**src/rtl/mem_bus_ctrl_if.sv**
```systemverilog
// ============================================================================
// mem_bus_ctrl_if : MEM-stage request, load response and data-bus signals
// Revision 1.0
// ============================================================================
`default_nettype none

interface mem_bus_ctrl_if;
    logic        req_valid;
    logic        req_ren;
    logic [3:0]  req_wen;
    logic [1:0]  req_size;
    logic [31:0] req_addr;
    logic [31:0] req_wdata;
    logic        flush;
    logic        stall;
    logic        resp_valid;
    logic [31:0] resp_rdata;
    logic        data_req;
    logic        data_wr;
    logic [1:0]  data_size;
    logic [31:0] data_addr;
    logic [31:0] data_wdata;
    logic [3:0]  data_wstrb;
    logic        data_addr_ok;
    logic        data_data_ok;
    logic [31:0] data_rdata;
    logic        addr_err;

    modport master (
        input  req_valid, req_ren, req_wen, req_size, req_addr, req_wdata, flush,
        input  data_addr_ok, data_data_ok, data_rdata,
        output stall, resp_valid, resp_rdata, addr_err,
        output data_req, data_wr, data_size, data_addr, data_wdata, data_wstrb
    );

    modport slave (
        output req_valid, req_ren, req_wen, req_size, req_addr, req_wdata, flush,
        output data_addr_ok, data_data_ok, data_rdata,
        input  stall, resp_valid, resp_rdata, addr_err,
        input  data_req, data_wr, data_size, data_addr, data_wdata, data_wstrb
    );
endinterface

`default_nettype wire

```
**src/rtl/mem_bus_ctrl.sv**
```systemverilog
// ============================================================================
// mem_bus_ctrl : single-outstanding MEM-stage load/store bus controller
// Optional misalignment trap: define MEM_ALIGN_CHECK_EN
// Revision 1.0
// ============================================================================
`default_nettype none

module mem_bus_ctrl (
    input  wire logic      clk,
    input  wire logic      resetn,
    mem_bus_ctrl_if.master mbus
);

    typedef enum logic [1:0] {
        S_IDLE = 2'd0,
        S_REQ  = 2'd1,
        S_WAIT = 2'd2,
        S_DONE = 2'd3
    } state_t;

    state_t      state_q;
    logic        discard_q;
    logic        resp_valid_q;
    logic [31:0] resp_rdata_q;
    logic        data_req_q;
    logic        data_wr_q;
    logic [1:0]  data_size_q;
    logic [31:0] data_addr_q;
    logic [31:0] data_wdata_q;
    logic [3:0]  data_wstrb_q;

    logic w_is_store;
    logic w_op;
    logic w_misalign;

    assign w_is_store = (mbus.req_wen != 4'b0000);
    assign w_op       = mbus.req_valid && (w_is_store || mbus.req_ren);

`ifdef MEM_ALIGN_CHECK_EN
    assign w_misalign = ((mbus.req_size == 2'd1) && mbus.req_addr[0]) ||
                        ((mbus.req_size == 2'd2) && (mbus.req_addr[1:0] != 2'b00));
`else
    assign w_misalign = 1'b0;
`endif

    always_ff @(posedge clk or negedge resetn) begin
        if (!resetn) begin
            state_q      <= S_IDLE;
            discard_q    <= 1'b0;
            resp_valid_q <= 1'b0;
            resp_rdata_q <= 32'h0;
            data_req_q   <= 1'b0;
            data_wr_q    <= 1'b0;
            data_size_q  <= 2'b00;
            data_addr_q  <= 32'h0;
            data_wdata_q <= 32'h0;
            data_wstrb_q <= 4'b0000;
        end else begin
            resp_valid_q <= 1'b0;
            case (state_q)
                S_IDLE: begin
                    if (w_op && !mbus.flush && !w_misalign) begin
                        data_req_q   <= 1'b1;
                        data_wr_q    <= w_is_store;
                        data_size_q  <= mbus.req_size;
                        data_addr_q  <= mbus.req_addr;
                        data_wdata_q <= mbus.req_wdata;
                        data_wstrb_q <= w_is_store ? mbus.req_wen : 4'b0000;
                        state_q      <= S_REQ;
                    end
                end
                S_REQ: begin
                    // A data_ok seen alongside addr_ok belongs to no accepted
                    // request yet, so only the address handshake counts here.
                    if (mbus.data_addr_ok) begin
                        data_req_q <= 1'b0;
                        discard_q  <= mbus.flush;
                        state_q    <= S_WAIT;
                    end else if (mbus.flush) begin
                        data_req_q <= 1'b0;
                        state_q    <= S_IDLE;
                    end
                end
                S_WAIT: begin
                    if (mbus.data_data_ok) begin
                        if (discard_q || mbus.flush) begin
                            discard_q <= 1'b0;
                            state_q   <= S_IDLE;
                        end else begin
                            resp_rdata_q <= mbus.data_rdata;
                            resp_valid_q <= !data_wr_q;
                            state_q      <= S_DONE;
                        end
                    end else if (mbus.flush) begin
                        discard_q <= 1'b1;
                    end
                end
                S_DONE: begin
                    state_q <= S_IDLE;
                end
                default: begin
                    state_q <= S_IDLE;
                end
            endcase
        end
    end

    // A discarded transfer no longer belongs to the pipeline, but a new op
    // arriving behind it must still be held until the bus frees up.
    logic w_stall_idle;
    logic w_stall_busy;
    logic w_stall_drain;

    assign w_stall_idle  = (state_q == S_IDLE) && w_op && !w_misalign;
    assign w_stall_busy  = ((state_q == S_REQ) || (state_q == S_WAIT)) && !discard_q;
    assign w_stall_drain = (state_q == S_WAIT) && discard_q && w_op;

    assign mbus.stall      = resetn && !mbus.flush &&
                             (w_stall_idle || w_stall_busy || w_stall_drain);
    assign mbus.addr_err   = resetn && (state_q == S_IDLE) && w_op &&
                             !mbus.flush && w_misalign;
    assign mbus.resp_valid = resp_valid_q && !mbus.flush;
    assign mbus.resp_rdata = resp_rdata_q;
    assign mbus.data_req   = data_req_q;
    assign mbus.data_wr    = data_wr_q;
    assign mbus.data_size  = data_size_q;
    assign mbus.data_addr  = data_addr_q;
    assign mbus.data_wdata = data_wdata_q;
    assign mbus.data_wstrb = data_wstrb_q;

endmodule

`default_nettype wire
```
**src/flat_wrapper.sv**
```systemverilog
// flat-port wrapper written by rule: the top's interface ports become plain ports
module mem_bus_ctrl_flat 
  (clk, resetn, mbus_req_valid, mbus_req_ren, mbus_req_wen, mbus_req_size, mbus_req_addr, mbus_req_wdata, mbus_flush, mbus_data_addr_ok, mbus_data_data_ok, mbus_data_rdata, mbus_stall, mbus_resp_valid, mbus_resp_rdata, mbus_addr_err, mbus_data_req, mbus_data_wr, mbus_data_size, mbus_data_addr, mbus_data_wdata, mbus_data_wstrb);
  mem_bus_ctrl_if mbus_i ();
  input  wire logic clk;
  input  wire logic resetn;
  input wire logic [$bits(mbus_i.req_valid)-1:0] mbus_req_valid;
  input wire logic [$bits(mbus_i.req_ren)-1:0] mbus_req_ren;
  input wire logic [$bits(mbus_i.req_wen)-1:0] mbus_req_wen;
  input wire logic [$bits(mbus_i.req_size)-1:0] mbus_req_size;
  input wire logic [$bits(mbus_i.req_addr)-1:0] mbus_req_addr;
  input wire logic [$bits(mbus_i.req_wdata)-1:0] mbus_req_wdata;
  input wire logic [$bits(mbus_i.flush)-1:0] mbus_flush;
  input wire logic [$bits(mbus_i.data_addr_ok)-1:0] mbus_data_addr_ok;
  input wire logic [$bits(mbus_i.data_data_ok)-1:0] mbus_data_data_ok;
  input wire logic [$bits(mbus_i.data_rdata)-1:0] mbus_data_rdata;
  output wire logic [$bits(mbus_i.stall)-1:0] mbus_stall;
  output wire logic [$bits(mbus_i.resp_valid)-1:0] mbus_resp_valid;
  output wire logic [$bits(mbus_i.resp_rdata)-1:0] mbus_resp_rdata;
  output wire logic [$bits(mbus_i.addr_err)-1:0] mbus_addr_err;
  output wire logic [$bits(mbus_i.data_req)-1:0] mbus_data_req;
  output wire logic [$bits(mbus_i.data_wr)-1:0] mbus_data_wr;
  output wire logic [$bits(mbus_i.data_size)-1:0] mbus_data_size;
  output wire logic [$bits(mbus_i.data_addr)-1:0] mbus_data_addr;
  output wire logic [$bits(mbus_i.data_wdata)-1:0] mbus_data_wdata;
  output wire logic [$bits(mbus_i.data_wstrb)-1:0] mbus_data_wstrb;
  assign mbus_i.req_valid = mbus_req_valid;
  assign mbus_i.req_ren = mbus_req_ren;
  assign mbus_i.req_wen = mbus_req_wen;
  assign mbus_i.req_size = mbus_req_size;
  assign mbus_i.req_addr = mbus_req_addr;
  assign mbus_i.req_wdata = mbus_req_wdata;
  assign mbus_i.flush = mbus_flush;
  assign mbus_i.data_addr_ok = mbus_data_addr_ok;
  assign mbus_i.data_data_ok = mbus_data_data_ok;
  assign mbus_i.data_rdata = mbus_data_rdata;
  assign mbus_stall = mbus_i.stall;
  assign mbus_resp_valid = mbus_i.resp_valid;
  assign mbus_resp_rdata = mbus_i.resp_rdata;
  assign mbus_addr_err = mbus_i.addr_err;
  assign mbus_data_req = mbus_i.data_req;
  assign mbus_data_wr = mbus_i.data_wr;
  assign mbus_data_size = mbus_i.data_size;
  assign mbus_data_addr = mbus_i.data_addr;
  assign mbus_data_wdata = mbus_i.data_wdata;
  assign mbus_data_wstrb = mbus_i.data_wstrb;
  mem_bus_ctrl u_core (.clk(clk), .resetn(resetn), .mbus(mbus_i));
endmodule
```
**config.mk**
```make
export PLATFORM = sky130hd
export DESIGN_NAME = mem_bus_ctrl_flat
export DESIGN_NICKNAME = d
export VERILOG_FILES = /design/src/rtl/mem_bus_ctrl_if.sv /design/src/rtl/mem_bus_ctrl.sv /design/src/flat_wrapper.sv
export SDC_FILE = /design/constraint.sdc
export NUM_CORES = 1
export LEC_CHECK = 0
export ABC_AREA = 1
export CAP_MARGIN = 20
export CORE_MARGIN = 2
export CORE_UTILIZATION = 40
export CTS_BUF_LIST = sky130_fd_sc_hd__clkbuf_4 sky130_fd_sc_hd__clkbuf_8
export CTS_CLUSTER_SIZE = 24
export DETAILED_ROUTE_END_ITERATION = 10
export PLACE_DENSITY = 0.8
export SLEW_MARGIN = 20
export SYNTH_ARGS = -nofsm -noshare
export SYNTH_HDL_FRONTEND = slang
export SYNTH_SLANG_ARGS = --single-unit
```
**constraint.sdc**
```tcl
create_clock -name clk -period 1.75 [get_ports clk]
set_clock_uncertainty 0.1 [all_clocks]
set_input_delay 0.2625 -clock clk [delete_from_list [all_inputs] [get_ports clk]]
set_output_delay 0.2625 -clock clk [all_outputs]
set_load 0.02 [all_outputs]
```
==> results_dict.tcl, run 1 <==
set metrics [dict create \
    firstDrtPassIters 4 \
    htree_levels 3 \
    yosys_register_bits 108 \
    netlist_area_um2 4260 \
    drive_gt1_share_pct 30.6 \
    cts_buffer_depth 2 \
    yosysUniqueCellTypes 19 \
    grt_overflow 0 \
    layout.nets 799 \
    synth_mux_area_share_pct 8.46 \
    cp_common_cell "inv_2" \
    max-slew-margin-rel_pct 61.8 \
    antennaDiodeCount 0 \
    fin_crit_sh_pct 110 \
    cts-root-buf "clkbuf_8" \
    synth_warnings 0 \
    slew_viol_final 0 \
    violations "setup timing" \
    pwr_density_cell_nw_per_um2 1640 \
    max_freq_mhz 519 \
    clock_sink_count 108 \
    final_common_cell "clkdlybuf4s50_1" \
    layout_setup_ws_ns -0.177 \
    synthSimpleGateAreaFrac_pct 22.4 \
    vdd_ir_drop_max_v 0.000907 \
    hold_viol_final 0 \
    setup_violations 72 \
    cp_data_required_time_ns 1.39 \
    crit_fanout 3 \
    dp_cells 779 \
    status "complete, but fails checks" \
    rows 37 \
    cp_cell_sequence "inv_2 -> buf_6 -> ha_4 -> inv_2 -> o21ai_1 -> nand3_1 -> a21oi_1 -> buf_4" \
    ant_nets 0 \
    grt_pass1_wl_mm 19.8 \
    numCtsBuffers 9 \
    ys_top_cells_by_area "dfrtp_1, nand2_1, mux2_2, buf_2, ha_1" \
    arrival_ns 1.56 \
    synth_xor_xnor_area_share_pct 0 \
    crit_slowest_cell "dfrtp_1" \
    first_global_vias 3925 \
    place.port_buffers 214 \
    num_vias 4105 \
    ios 216 \
    area_growth_pct 90.3 \
    path_class "flop to output port" \
    drv_cap 0 \
    slowest_delay_ns 0.40 \
    synth_compound_area_share_pct 0.763 \
    period_minus_slack_ns 1.93 \
    layout_common_cells "clkdlybuf4s50_1, nand2_1, dfrtp_1, nand2_2, dlymetal6s2s_1" \
    yosysSeqAreaShare_pct 63.4 \
    syn-instance-count 429 \
    fin_cells 826 \
    die_h_um 107 \
    grtUsageTotal_pct 22.0 \
    synth_top_family_by_area "simple AND/OR/NAND/NOR gates" \
    fin_setup_tns_ns -7.84 \
    hpwl_mm 8.30 \
    wl_per_cell_um 18.9 \
    place_congestion 0.762 \
    rsz0062_at_grt "yes" \
    synth_top_area_cell "dfrtp_1" \
    cts_tree "yes" \
    netlist.area_leader.share_pct 63.4 \
    fp.dieArea_um2 11500 \
    initial_utilization_pct 41.3 \
    grt_max_degree 109 \
    drt_iter0_drc 174 \
    fp.coreArea_um2 10300 \
    p_leak_nw 4.56 \
    hp-class "primary input to flop" \
    start_kind "flop" \
    dp_slack_ns -0.352 \
    syn_nets 542 \
    clk_pin_slew_ns 0.10 \
    drcViolationCount 0 \
    routed_wl_mm 15.6 \
    clkLatencyLatePin_ns 0.35 \
    critPathTopFamily "buffers and inverters" \
    critical_path_buf_inv_count 4 \
    synth-adder-area-share_pct 1.17 \
    vias_per_cell 4.97 \
    critPathCaptureType "output port" \
    avgSynthCellArea_um2 9.93 \
    grt_antenna_before_repair 0 \
    worstMarginPinSlew_ns 0.573 \
    die_w_um 107 \
    fill_cells 619 \
]
[routing by layer]
layer,wire (um),track usage [%]
met5,0,0
met4,562,7.51
met3,962,5.47
met2,8260,38.3
met1,5810,26.6
[synth_stat cells]
cell and instances:
a21oi_1 2, buf_2 14, buf_4 1, buf_6 3, conb_1 1, dfrtp_1 108, ha_1 4, inv_1 10
inv_2 2, mux2_2 32, nand2_1 230, nand2_2 1, nand3_1 6, nand4_1 2, nor2_1 7, nor2_4 1
o21ai_0 3, o31ai_1 1, or2_2 1
[per-stage QoR]
| step | total power, mW | hold WS [ns] | area (um^2) | utilization, % |
|---|---|---|---|---|
| final | 13.3 | 0.343 | 8110 | 78.5 |
| after global routing | 14.0 | 0.346 | 8110 | 78.5 |
| after CTS | 12.1 | 0.317 | 7200 | 69.7 |
| after detailed placement | 10.1 | 0.317 | 6630 | 64.2 |
| after global placement | 9.90 | 0.318 | 6630 | 64.2 |
| after floorplan | 6.95 | -0.133 | 4260 | - |
[worst min-delay path: stages]
cell and delay, ns:
clkdlybuf4s50_1 0.39, nand2_1 0.07, nand2_1 0.05
[cell type report]
type / instances / area [um^2] / share of cell area (%)
Timing Repair Buffer: 264 / 3100 / 38.3
Sequential cell: 108 / 2700 / 33.3
Multi-Input combinational cell: 291 / 1870 / 23.0
Tap cell: 136 / 170 / 2.10
Clock buffer: 11 / 139 / 1.71
Clock inverter: 4 / 75.1 / 0.926
Inverter: 12 / 50.0 / 0.617
[sequential cells by signal (all words and copies together), names as in the netlist]
name / flops
u_core.discard_q: 1
u_core.state_q: 2
u_core.mbus.data_wdata: 32
u_core.mbus.data_wr: 1
u_core.mbus.resp_rdata: 32
u_core.mbus.data_size: 2
u_core.mbus.data_addr: 32
u_core.resp_valid_q: 1
u_core.mbus.data_req: 1
u_core.mbus.data_wstrb: 4
[repair_timing]
action,CTS,global route
pin swaps,5,28
hold buffers,1,0
setup endpoints to repair,60,104
gates cloned,7,8
setup buffers,8,12
endpoints found under the hold margin,108,0
resized for setup,34,220
[final timing paths]
| path | start | cells after the start | endpoint | slack [ns] |
|---|---|---|---|---|
| max reg2reg | u_core.state_q[0] | 11 | u_core.mbus.data_addr[12] | -0.17 |
| max | u_core.state_q[0] | 8 | mbus_stall | -0.18 |
| max in group asynchronous | resetn | 3 | u_core.state_q[1] | 0.61 |
| min | mbus_req_addr[24] | 3 | u_core.mbus.data_addr[24] | 0.34 |
| min reg2reg | u_core.mbus.data_wr | 1 | u_core.resp_valid_q | 0.37 |
| min in group asynchronous | resetn | 3 | u_core.mbus.resp_rdata[18] | 0.51 |
[power breakdown]
group          total, mW  leakage [nW]  internal [mW]  switching [mW]
Clock               1.65         0.102          0.833           0.822
Combinational       7.13          3.09           3.59            3.54
Sequential          4.53          1.37           3.62           0.909
[kinds of logic (layout without fill, tap and decap cells)]
kind of cell / count (synthesis) / count (layout)
buf+inv: 30 / 291
flops: 108 / 108
mux: 32 / 32
simple gates: 248 / 248
fa+ha+maj: 4 / 4
compound gates: 6 / 6
other cells: 1 / 1
Note: power is estimated with default switching activity, not from simulation.
==> run 2, diff against run 1 <==
- CORE_UTILIZATION: 40 -> 41
- HOLD_SLACK_MARGIN: default -> 0.08
- PLACE_DENSITY: 0.8 -> 0.82
==> run 2 against run 1 <==
  * The run still ends with setup timing left
  * Flip-flop and latch count unchanged
  * Highest routed layer unchanged
  * Routed wire length down 18%
  * Final area decreased by 9.9%
==> results_dict.tcl, run 2 (synthesis gave the netlist of run 1 again) <==
set metrics [dict create \
    rr_worst_depth 11 \
    grt_pass1_wl_mm 19.3 \
    antennaDiodeCount 0 \
    die_h_um 106 \
    place_congestion 0.821 \
    hp-start "mbus_req_addr[2]" \
    drt_iter0_drc 232 \
    slew_viol_final 0 \
    r2r-end "u_core.mbus.data_addr[3]" \
    fin_crit_sh_pct 109 \
    setup_violations 1 \
    p_total_mw 12.2 \
    max_freq_mhz 524 \
    fp.coreArea_um2 10200 \
    vias_per_cell 4.71 \
    cts_buffer_depth 2 \
    wl_per_cell_um 15.8 \
    cp_data_required_time_ns 1.39 \
    worstHoldEndpoint "u_core.mbus.data_addr[2]" \
    crit_slowest_cell "dfrtp_1" \
    cp_cell_sequence "inv_2 -> buf_6 -> ha_4 -> inv_4 -> o21ai_2 -> nand3_2 -> a21oi_2 -> buf_4" \
    violations "setup timing" \
    hp-class "primary input to flop" \
    numCtsBuffers 9 \
    grtUsageTotal_pct 22.0 \
    placed_cell_area_um2 6640 \
    firstDrtPassIters 4 \
    critPathCaptureType "output port" \
    ios 216 \
    die_w_um 106 \
    clock_sink_count 108 \
    first_global_vias 3913 \
    vdd_ir_drop_max_v 0.000830 \
    clkLatencyLatePin_ns 0.35 \
    final_common_cell "nand2_1" \
    drive_gt1_share_pct 17.6 \
    p_leak_nw 3.74 \
    layout_common_cells "nand2_1, clkdlybuf4s50_1, dfrtp_1, mux2_2, nand2_2" \
    rows 37 \
    hold_viol_final 0 \
    critPathTopFamily "flip-flops" \
    fp.dieArea_um2 11200 \
    pwr_density_cell_nw_per_um2 1660 \
    cts_tree "yes" \
    path_class "flop to output port" \
    ant_nets 0 \
    reg2reg_slack_ns 0.01 \
    multi_input_comb_area_um2 1530 \
    critical_path_buf_inv_count 4 \
    dp_slack_ns -0.378 \
    routed_wl_mm 12.7 \
    drcViolationCount 0 \
    clk_pin_slew_ns 0.09 \
    arrival_ns 1.55 \
    initial_utilization_pct 41.8 \
    place.port_buffers 214 \
    grt_overflow 0 \
    hpwl_mm 8.48 \
    timing.hold.ws_ns 0.339 \
    fill_cells 747 \
    max-slew-margin-rel_pct 62.8 \
    layout.nets 780 \
    period_minus_slack_ns 1.91 \
    status "complete, but fails checks" \
    htree_levels 3 \
    ff_latch_area_um2 2700 \
    crit_fanout 3 \
    rsz0062_at_grt "yes" \
    num_vias 3801 \
    finish.instance_area_um2 7300 \
    area_growth_pct 71.3 \
    grt_max_degree 109 \
    crit_cells 8 \
    start_kind "flop" \
    drv_cap 0 \
    fin_setup_tns_ns -0.159 \
    cts-root-buf "clkbuf_8" \
    slowest_delay_ns 0.41 \
    worstHoldPathCells 3 \
    grt_antenna_before_repair 0 \
    layout_setup_ws_ns -0.159 \
    r2r-start "u_core.state_q[0]" \
    worstMarginPinSlew_ns 0.558 \
]
-- run 2: cell type report --
| class | count | share of cell area (%) |
|---|---|---|
| Multi-Input combinational cell | 291 | 20.9 |
| Sequential cell | 108 | 37.0 |
| Tap cell | 136 | 2.33 |
| Clock inverter | 5 | 1.06 |
| Clock buffer | 10 | 1.80 |
| Timing Repair Buffer | 245 | 36.2 |
| Inverter | 12 | 0.651 |
-- run 2: metrics by stage --
stage	instances	util (%)
2_1_floorplan	429	-
3_3_place_gp	777	65.2
3_5_place_dp	777	65.2
4_1_cts	802	69.7
5_1_grt	807	71.7
6_report	807	71.7
-- run 2: worst min-delay path: stages --
cell and delay, ns:
clkdlybuf4s50_1 0.40, nand2_1 0.06, nand2_1 0.04
-- run 2: how the worst max path moves through the flow --
| stage | slack (ns) | to | from |
|---|---|---|---|
| 6_report | -0.16 | mbus_stall | u_core.state_q[0] |
| 5_1_grt | -0.26 | mbus_stall | u_core.state_q[0] |
| 4_1_cts | -0.19 | mbus_stall | u_core.state_q[0] |
| 3_5_place_dp | -0.38 | mbus_stall | u_core.state_q[0] |
| 2_1_floorplan | 0.11 | mbus_stall | u_core.state_q[0] |
| 3_3_place_gp | -0.33 | mbus_stall | mbus_req_wen[1] |
-- run 2: per-layer routing --
metal | routed length, um | track usage [%] | vias up
met2 | 6580 | 38.8 | 147
met3 | 655 | 3.62 | 19
met4 | 228 | 8.18 | 0
met5 | 0 | 0 | -
li1 | - | - | 1806
met1 | 5280 | 27.4 | 1829
-- run 2: timing repair --
action,in CTS,in global routing
hold buffers,1,0
setup buffers,6,4
endpoints found under the hold margin,108,0
cloned,5,3
gates resized for setup,20,59
endpoints found under the setup margin,74,75
pin swaps,7,22
-- run 2: power breakdown --
| part | total [mW] | switching [mW] | internal, mW |
|---|---|---|---|
| Clock | 1.60 | 0.794 | 0.810 |
| Sequential | 4.21 | 0.594 | 3.62 |
| Combinational | 6.34 | 3.21 | 3.13 |
